==> config.mk <==
export PLATFORM = sky130hd
export DESIGN_NAME = mux3_arbiter
export DESIGN_NICKNAME = d
export VERILOG_FILES = /design/src/rtl/lbm_arb_pkg.sv /design/src/rtl/mux3_arbiter_rr_pick3.sv /design/src/rtl/mux3_arbiter.sv
export SDC_FILE = /design/constraint.sdc
export NUM_CORES = 1
export LEC_CHECK = 0
export ABC_AREA = 0
export CELL_PAD_IN_SITES_DETAIL_PLACEMENT = 0
export CELL_PAD_IN_SITES_GLOBAL_PLACEMENT = 1
export CORE_AREA = 4 4 84 86
export DETAILED_ROUTE_END_ITERATION = 8
export DIE_AREA = 0 0 88 90
export DONT_BUFFER_PORTS = 1
export PLACE_DENSITY = 0.81
export SYNTH_ARGS = -nofsm -noshare
export SYNTH_HDL_FRONTEND = slang
export SYNTH_HIERARCHICAL = 1
export SYNTH_SLANG_ARGS = --single-unit
==> constraint.sdc <==
create_clock -name clk -period 3.5 [get_ports clk]
set_clock_uncertainty 0.2 [all_clocks]
set_input_delay 1.05 -clock clk [delete_from_list [all_inputs] [get_ports clk]]
set_output_delay 1.05 -clock clk [all_outputs]
set_load 0.1 [all_outputs]
==> src/rtl/lbm_arb_pkg.sv <==
// lbm_arb_pkg: shared state type, requester count and source codes for the 3-way arbiter
package lbm_arb_pkg;
  typedef enum logic {IDLE, BURST} state_t;
  localparam int NUM_REQ = 3;
  localparam logic [1:0] SRC0 = 2'b00;
  localparam logic [1:0] SRC1 = 2'b01;
  localparam logic [1:0] SRC2 = 2'b10;
  function automatic logic [1:0] next_src(input logic [1:0] s);
    return (s == SRC2) ? SRC0 : s + 2'd1;
  endfunction
endpackage

==> src/rtl/mux3_arbiter_rr_pick3.sv <==
// rr_pick3: round-robin search of three valid bits starting at ptr, wrapping modulo 3
module rr_pick3
  import lbm_arb_pkg::*;
(
  input  logic [2:0] valid,
  input  logic [1:0] ptr,
  output logic       found,
  output logic [1:0] winner
);
  logic [3:0] valid_pad;
  logic [1:0] p0, p1, p2;
  // Winner is never 2'b11: an illegal ptr is folded onto SRC0 before the search
  always_comb begin
    valid_pad = {1'b0, valid};
    p0 = (ptr == 2'b11) ? SRC0 : ptr;
    p1 = next_src(p0);
    p2 = next_src(p1);
    found = |valid;
    winner = valid_pad[p0] ? p0 : valid_pad[p1] ? p1 : valid_pad[p2] ? p2 : p0;
  end
endmodule

==> src/rtl/mux3_arbiter.sv <==
// mux3_arbiter: burst-aware round-robin 3:1 mux with a one-word registered output stage
module mux3_arbiter
  import lbm_arb_pkg::*;
#(
  parameter int DATA_WIDTH = 32
) (
  input  logic                         clk,
  input  logic                         reset,
  input  logic [2:0]                   in_valid,
  input  logic [2:0]                   in_last,
  input  logic signed [DATA_WIDTH-1:0] din0,
  input  logic signed [DATA_WIDTH-1:0] din1,
  input  logic signed [DATA_WIDTH-1:0] din2,
  output logic [2:0]                   in_ready,
  output logic signed [DATA_WIDTH-1:0] dout,
  output logic                         dout_valid,
  input  logic                         dout_ready,
  output logic [1:0]                   dout_src,
  output logic                         dout_last
);
  state_t state, state_n;
  logic [1:0] ptr, ptr_n, owner, owner_n, sel, winner;
  logic found, req, grant, load_en, sel_last;
  logic [3:0] valid_pad, last_pad;
  logic signed [DATA_WIDTH-1:0] sel_data;
  assign load_en = !dout_valid | dout_ready;
  rr_pick3 u_pick (
    .valid (in_valid),
    .ptr   (ptr),
    .found (found),
    .winner(winner)
  );
  // Grant selection and next arbitration state; a burst owner locks out everyone else
  always_comb begin
    valid_pad = {1'b0, in_valid};
    last_pad = {1'b0, in_last};
    sel = (state == BURST) ? owner : winner;
    req = (state == BURST) ? valid_pad[sel] : found;
    grant = !reset & load_en & req;
    sel_last = last_pad[sel];
    sel_data = (sel == SRC2) ? din2 : (sel == SRC1) ? din1 : din0;
    in_ready = grant ? (3'b001 << sel) : 3'b000;
    state_n = grant ? (sel_last ? IDLE : BURST) : state;
    owner_n = (grant & !sel_last) ? sel : owner;
    ptr_n = (grant & sel_last) ? next_src(sel) : ptr;
  end
  // Arbitration state register
  always_ff @(posedge clk) begin
    if (reset) begin
      state <= IDLE;
      ptr <= SRC0;
      owner <= SRC0;
    end else begin
      state <= state_n;
      ptr <= ptr_n;
      owner <= owner_n;
    end
  end
  // Output word register: load on grant, otherwise drop valid once drained
  always_ff @(posedge clk) begin
    if (reset) begin
      dout <= '0;
      dout_valid <= 1'b0;
      dout_src <= SRC0;
      dout_last <= 1'b0;
    end else if (grant) begin
      dout <= sel_data;
      dout_valid <= 1'b1;
      dout_src <= sel;
      dout_last <= sel_last;
    end else if (dout_ready) begin
      dout_valid <= 1'b0;
    end
  end
endmodule

==> metrics list, run 1 <==
* TritonCTS clock tree: built
- Total nets after synthesis: around 380
- The pre-antenna-repair detailed-routing pass consisted of 4 iterations.
- Peak-usage layer in the global routing report: met2
- For this run, design rule violations remaining after detail routing come to 0.
* Adder-cell share of the synthesized area: 0.0154
* Fraction of synthesized area in multiplexers: 0.166
- Final hold analysis gives a worst-case slack of 364 ps.
* Number of DRC violations after detailed-routing iteration 0: 89
- Clock network latency to the later pin of the worst-skew pair: 280 ps
- In the post-route analysis, the smallest setup slack over all paths is -90.5 ps.
- Cell area after synthesis: between 2000 and 2500 um^2
- Number of hold-slack violations in the final timing report: 0
- The number of global-route vias before repair came to about 1900.
- Overall via count from detail_route: roughly 2000
- Synthesis inferred slightly above 40 register bits.
- The die covers between 7000 and 8000 um^2.
* Core Footprint: between 6000 and 7000 um^2
* Reported max-cap violation count: 0
- The share of the Yosys chip area taken by registers is 0.337.
- Final weighted congestion in routability-driven placement: 0.748
* Horizontal extent of the die: ~88 um
* Sum of overflow across all layers after global routing: 0
- The wire-length estimate of the detail-placed layout is 4320 um.
- Main combinational cell family by area after synthesis: compound AO/OA/AOI/OAI gates
- For this run, the number of standard cells in the final layout without fillers is ~340.
* Instance count after placement with tap cells included: about 330
- For met1 alone, demand over resource in global routing was 0.159.
* Row count: 29
* Final layout net count: approximately 370
- Counting every sink on the clock net gives 41.
- The number of antenna violations at the first check in global routing was 0.
- Unrepaired setup endpoints after global routing: true
- Fin crit period: 3590 ps
- Largest driver fanout on the critical path: 7
- After detailed routing, the average wire length per cell comes to 17.6 um.
- Max-slew violation count: 0
- Outcome: finished with violations
- Antenna Nets Post-Route: 0
* Number of unique standard cell types used by synthesis: 37
- For this run, global-route usage on met2 was measured as 0.255.
* First-pass GRT wire length: between 9000 and 10000 um
* Element type at the critical path start: input pin
* Path class of the lowest-slack min-delay path: reg -> reg
* Maximum level of the CTS H-tree: 2
- The initial utilization of the core area, before any placement, comes to 0.388.
* LEAKAGE: a little over 1 nW
* Post-synthesis share of cell area spent on and, or, nand and nor gates: 0.105
- Relative area change from synthesis to final layout: 11.0%
- Buffers placed on the I/O ports in this run total 0.
- Antenna cells: 0
- Number of endpoints failing setup at the final stage: 2
- Multi-input combinational cell area: roughly 1500 um^2
* Type of the worst setup path: in -> out
- After clock tree synthesis, the clock-pin slew on the worst setup and hold paths is 80 ps.
* Average size of a mapped cell: roughly 9 um^2
- Tcrit/Tclk final: 1.03
- Registers take 821 um^2.
- After layout, the design draws a total of roughly 3.2 mW.
- Number of synthesis warnings: 6
- For this block, the routed nets add up to approximately 6000 um of wire.
- Worst supply voltage drop on vdd: 0.000727 V
- Dividing total power by cell area gives a power density of 1190 nW/um^2.
- Maximum clock insertion buffer count: 2
* Pin count of the biggest net entering global routing: between 60 and 70
* Xor/xnor share of the synthesized area: 0
- Data arrives at the worst endpoint at around 2300 ps.
- STA classifies the critical path endpoint as a primary output.
- The final reports fail on setup timing.
- Number of clock buffers inserted by TritonCTS: 5
- In the global route stage, overall resource usage came out at 0.144.
- Synthesis handed over a netlist of 267 instances.
- Vias per inst: 5.86
- Met3 Resource Use GR: 0.0484
* Synthesized-area fraction occupied by ao, oa, aoi and oai cells: 0.305
* Worst slew margin relative to its limit: 0.332
- In the final timing run, aggregate negative setup slack is -151 ps.
- Filler cell count: 640
* Peak Freq: 0.279 GHz
- Least-Margin Pin Slew: roughly 1000 ps
- Required time worst endpoint: ~2300 ps
* # IOs: approximately 140
* CTS Root Cell: clkbuf_8
- Measured along the y axis, the die boundary spans 90 um.
- Total of hold buffers inserted after clock tree synthesis: 0
- Ratio of cells with drive above 1 in the final layout: 0.242
-- Yosys cell counts, drive strengths merged --
cell    number  area (um^2)
a211oi      34          255
a21oi        3         15.0
a22oi        2         28.8
a311oi       2         17.5
a31o        32          280
a31oi        1         6.26
and2         2         12.5
and2b        1         7.51
and3b        1         8.76
buf         11         95.1
clkbuf      14         52.6
clkinv       1         3.75
dfxtp       41          821
ha           3         37.5
inv          6         22.5
mux2         3         33.8
mux2i       37          370
nand2        6         22.5
nand2b       2         12.5
nand3b       1         7.51
nor2        42          158
nor3         3         15.0
o211a        1         10.0
o211ai       4         35.0
o21ai        6         30.0
o21bai       1         7.51
o221ai       2         30.0
o311a        1         10.0
o32a         1         10.0
o41ai        1         8.76
or3          2         12.5
-- stage by stage --
stage / cell area, um^2 / setup slack, ps / util
after floorplan: 2480 / -351 / -
after global placement: 2540 / -81.0 / 0.405
after detailed placement: 2540 / -90.7 / 0.405
after CTS: 2670 / -71.9 / 0.425
after global routing: 2710 / -168 / 0.431
final: 2710 / -90.5 / 0.431
-- critical path, cell delays in order --
cell and delay (ps):
and3b_1 170, a31oi_1 160, o221ai_2 120, o211ai_2 200, mux2_4 190, and2_4 130
and2_4 320
-- placed cells by master, fill, tap and decap left out, drive strengths merged, types with 3 or more instances in the layout --
cell type	instances
o211ai	4
a211oi	34
inv	6
clkbuf	5
ha	3
a31o	32
dfxtp	41
o21ai	6
mux2i	37
nand2	6
buf	16
mux2	3
a21oi	3
nor3	3
nor2	42
-- per-layer routing --
metal | vias up | wire length, um
met3 | 5 | 588
met5 | - | 0
met2 | 85 | 3130
met4 | 0 | 65
li1 | 1004 | -
met1 | 909 | 2230
-- power by group --
part | switching (mW) | internal, mW | total, mW
Sequential | 1.20 | 0.634 | 1.83
Clock | 0.158 | 0.207 | 0.365
Combinational | 0.563 | 0.470 | 1.03
-- state kept, by name, indices dropped and copies added, names as in the netlist --
register    flops
dout_last       1
owner           2
state           1
dout           32
dout_src        2
dout_valid      1
ptr             2
-- kinds of logic (layout without fill, tap and decap cells) --
family	count (synthesis)	count (layout)
AO/OA/AOI/OAI	91	91
AND/OR/NAND/NOR	60	60
flip-flops	41	41
multiplexers	40	40
buffers and inverters	32	30
adder cells (fa/ha/maj)	3	3
-- worst paths after layout --
| path | slack (ps) | cells after the start | start | endpoint |
|---|---|---|---|---|
| setup / recovery | -90 | 7 | in_valid[1] | in_ready[1] |
| hold / removal | 360 | 2 | owner[1] | owner[1] |
| setup reg to reg | 420 | 11 | ptr[1] | dout[7] |
| hold reg to reg | 360 | 2 | owner[1] | owner[1] |
-- area by class of cell --
cell class / count / area share
sequential: 41 / 0.303
timing repair buffer: 16 / 0.0550
inverter: 7 / 0.00971
multi-input combinational: 194 / 0.558
clock buffer: 5 / 0.0254
clock inverter: 2 / 0.0129
tap: 77 / 0.0356
-- what timing repair did --
action / in CTS / in global routing
setup endpoints to repair: 3 / 3
gates resized for setup: 6 / 7
setup buffers: 0 / 1
pin swaps: 1 / 5
Note: power is estimated with default switching activity, not from simulation.
==> run 2, diff against run 1 <==
ABC_AREA = 1   (was 0)
CORE_AREA = 4 4 90 92   (was 4 4 84 86)
CTS_CLUSTER_DIAMETER = 40   (was unset)
DIE_AREA = 0 0 94 96   (was 0 0 88 90)
clock period = 2.94 ns   (was 3.5 ns; I/O delays follow)
==> run 2 against run 1 <==
The run still ends with setup timing left. Register-to-register slack worse by 270 ps. Sequential power is 53% lower. Cell area rose by 32%. Die area up 14%. Cell count rose by 67%. Critical path depth up 12. Clock power up 2%. Non-clock buffer count rose by 59. Combinational power grew to 4.0 times the previous value. First-iteration DRC count decreased by 13%. Critical endpoint unchanged.
==> metrics list, run 2 <==
- Final weighted congestion in routability-driven placement: 0.816
- Summed over all cells, the static leakage comes to between 1.5 and 2 nW.
- Number of clock buffers inserted by TritonCTS: 5
- Instance count after placement with tap cells included: between 500 and 600
* Final hold slack: 260 ps
* Initial Utilization: 0.363
- Number of flip-flops in the largest register: 32
* Maximum level of the CTS H-tree: 2
* Initial antenna violation count: 0
- The flow ran to the end, but the final reports show violations.
- When the netlist entered floorplanning its net count stood at 521.
* Number of synthesis warnings: 6
- The net count of the finished layout is about 580.
- The floorplan step defined a die boundary enclosing ~9000 um^2.
- Fin crit period: roughly 3500 ps
* Number of unique standard cell types used by synthesis: 25
- Filler cell count: 733
- Total global-route track usage: 0.170
- Counting stages on the worst path, the most repeated cell is nand2_1.
* Maximum clock insertion buffer count: 2
- The number of global-route vias before repair came to 2776.
- Horizontal extent of the die: 94 um
- Sequential-to-total area share from yosys stat: 0.313
- Total power: around 5.4 mW
- Dividing the final minimum period by the clock period gives 1.19.
- Sum of overflow across all layers after global routing: 0
- TritonCTS clock tree: built
- The first global-routing pass estimated approximately 12000 um of wire.
- Synthesis handed over a netlist of slightly above 400 instances.
* Total of hold buffers inserted after clock tree synthesis: 0
- The worst setup path is launched from a flip-flop.
- Most common cell after layout, fill and taps aside: nand2_1
- Setup repair after global routing could not meet its margin everywhere.
- Post-Route WL: between 8000 and 9000 um
- For this run, asynchronously set or reset flops after synthesis account for 0.
* Vias per inst: 5.03
- For this design the top-level I/O count stands at ~140.
- Setup slack on the worst reg-to-reg path comes out at 150 ps.
- Worst supply voltage drop on vdd: approximately 0.00060 V
- Library cell with the highest instance count after synthesis: nand2_1
- Traced cell by cell, the critical path runs through inv_2 > ha_4 > inv_4 > nand2_2 > nand2_2 > a21oi_2 > nand3_1 > nand2_1 > nand2_1 > nand2_1 > inv_2 > o21ai_4 > nor2_2 > nand2_1 > nand2_2 > nand2_4 > nand2_8 > nor2_4 > buf_12.
- Antenna cells: 0
- Ranked by flip-flop count, first place goes to dout.
* Final setup slack of the worst path: -571 ps
- Type of destination of the critical path: primary output
- In this run the critical register-to-register path is captured at dout[6].
- The worst hold path terminates at dout_last.
- Worst slew margin relative to its limit: 0.726
- Number of endpoints failing setup at the final stage: 3
- The min-delay analysis places its worst path in the category reg -> reg.
* Post-synth top area cell: dfxtp_1
- Register clock-pin slew on the reported worst setup and hold paths: approximately 80 ps
* Required time worst endpoint: 1860 ps
- Overall via count from detail_route: ~2900
- For the pin with the worst max-slew slack, the measured transition is 409 ps.
- Main synth FF type: dfxtp_1
- In this run the worst path has a maximum fanout of 4.
- For this design, the slowest cell found on the critical path is dfxtp_2.
- Once layout is complete, the cells apart from fillers number between 500 and 600.
- Estimated wirelength of the detail-placed design: roughly 5600 um
* Data arrival time of the critical path: 2430 ps
- In the routed design, unresolved DRC markers number 0.
- The area growth from synthesis to layout is 36.2%.
- Derived from the worst setup path, the maximum achievable clock frequency is roughly 0.28 GHz.
- In this run the mean area of a mapped cell was between 6 and 7 um^2.
- The library cells used most frequently in the layout, excluding fill and tap cells, are nand2_1, nor2_1, buf_4.
- Reported max-cap violation count: 0
- Non-Filler Cell Area, Final: 3570 um^2
- Post-layout utilization of the core: 0.495
- The initialized floorplan defines 31 standard-cell rows.
- Type of the worst setup path: reg -> out
- In this run the critical register-to-register path is launched from ptr[0].
- Hold path depth: 2
* DR WL/cell: 14.6 um
* Maximum cell stage delay along the critical path: ~340 ps
- CTS placed an instance of clkbuf_8 at the clock tree root.
- Cell types with the largest area share after synthesis: dfxtp_1, nand2_1, nor2_1
* Max-slew violation count: 0
* Fraction of synthesized cell area taken by the top area cell type: 0.313
* Die span in y: 96 um
- EDFF count, synth: 0
- In this run the remaining antenna-violating nets after routing total 0.
- Number of hold-slack violations in the final timing report: 0
- Sorting the synthesized cells by how often they occur yields nand2_1, nor2_1, dfxtp_1.
- Port-buffer cells: 0
* Seq cells post-synth: 41
* Clock network latency to the later pin of the worst-skew pair: 280 ps
* Worst-case reg-to-reg path depth: 21
* Number of DRC violations after detailed-routing iteration 0: 77
- Cell Pwr Density: between 1500 and 2000 nW/um^2
* Violations in the final reports: setup timing
* Cell area after synthesis: about 2600 um^2
- The worst hold path begins at dout_last.
* Placed inst area: about 3200 um^2
- The first detailed-routing pass took 4 iterations.
- Ratio of cells with drive above 1 in the final layout: 0.291
- The clock drives 41 sinks.
- The floorplan step defined a core boundary enclosing 7210 um^2.
* Pin count of the biggest net entering global routing: 45
==> run 2: cell count changes after synthesis, sizes merged, moves of 34 or more <==
cell / before / now
a211oi: 34 / 0
nand2: 6 / 143
nor2: 42 / 78
mux2i: 37 / 0
nand3: 0 / 46
==> run 2: what timing repair did <==
action | in CTS | in global routing
gates resized for setup | 9 | 38
pin swaps | 15 | 18
buffers inserted | 3 | 6
cloned | 0 | 3
setup endpoints to repair | 37 | 38
==> run 2: how the worst max path moves through the flow <==
stage	startpoint	end	slack [ps]	depth (start not counted)
floorplan	in_valid[2]	in_ready[0]	-930	18
global placement	in_valid[2]	in_ready[2]	-450	15
detailed placement	in_valid[1]	in_ready[2]	-490	16
CTS	ptr[0]	in_ready[2]	-530	19
global route	ptr[0]	in_ready[2]	-720	19
finish	ptr[0]	in_ready[1]	-570	19
==> run 2: power breakdown <==
| part | internal (mW) | switching (mW) |
|---|---|---|
| Combinational | 1.29 | 2.88 |
| Sequential | 0.767 | 0.0834 |
| Clock | 0.187 | 0.185 |
| Total | 2.24 | 3.15 |
==> run 2: through the flow <==
stage	TNS (ps)	worst slack, ps
global placement	-5980	-449
detailed placement	-7210	-494
global route	-2110	-716
CTS	-1560	-528
finish	-1680	-571
floorplan	-2590	-935
==> run 2: cell type report <==
class                   count  area (um^2)  area share
flip-flops and latches     41          826       0.231
clock buffers               7         86.3      0.0242
inverters                  26          113      0.0316
repair buffers             75          733       0.205
well taps                  99          124      0.0347
multi-input cells         322         1690       0.473
==> run 2: cells by family (layout without fill, tap and decap cells) <==
group / count (synthesis) / in the layout / share of synthesized area
fa+ha+maj: 3 / 3 / 0.0143
buf+inv: 50 / 108 / 0.0922
simple gates: 272 / 272 / 0.453
flops: 41 / 41 / 0.313
compound gates: 47 / 47 / 0.127
==> run 2: metal layers <==
metal  GRT usage  part of all wire
met3      0.0414             0.078
met5           0                 0
met2       0.297              0.49
met4      0.0349            0.0041
met1       0.214              0.43
==> run 2: critical path: cells and delay by family (launching register included) <==
kind            cells  cell delay, ps
fa+ha+maj           1             300
buf+inv             4             320
compound gates      2             280
simple gates       12             920
flops               1             340
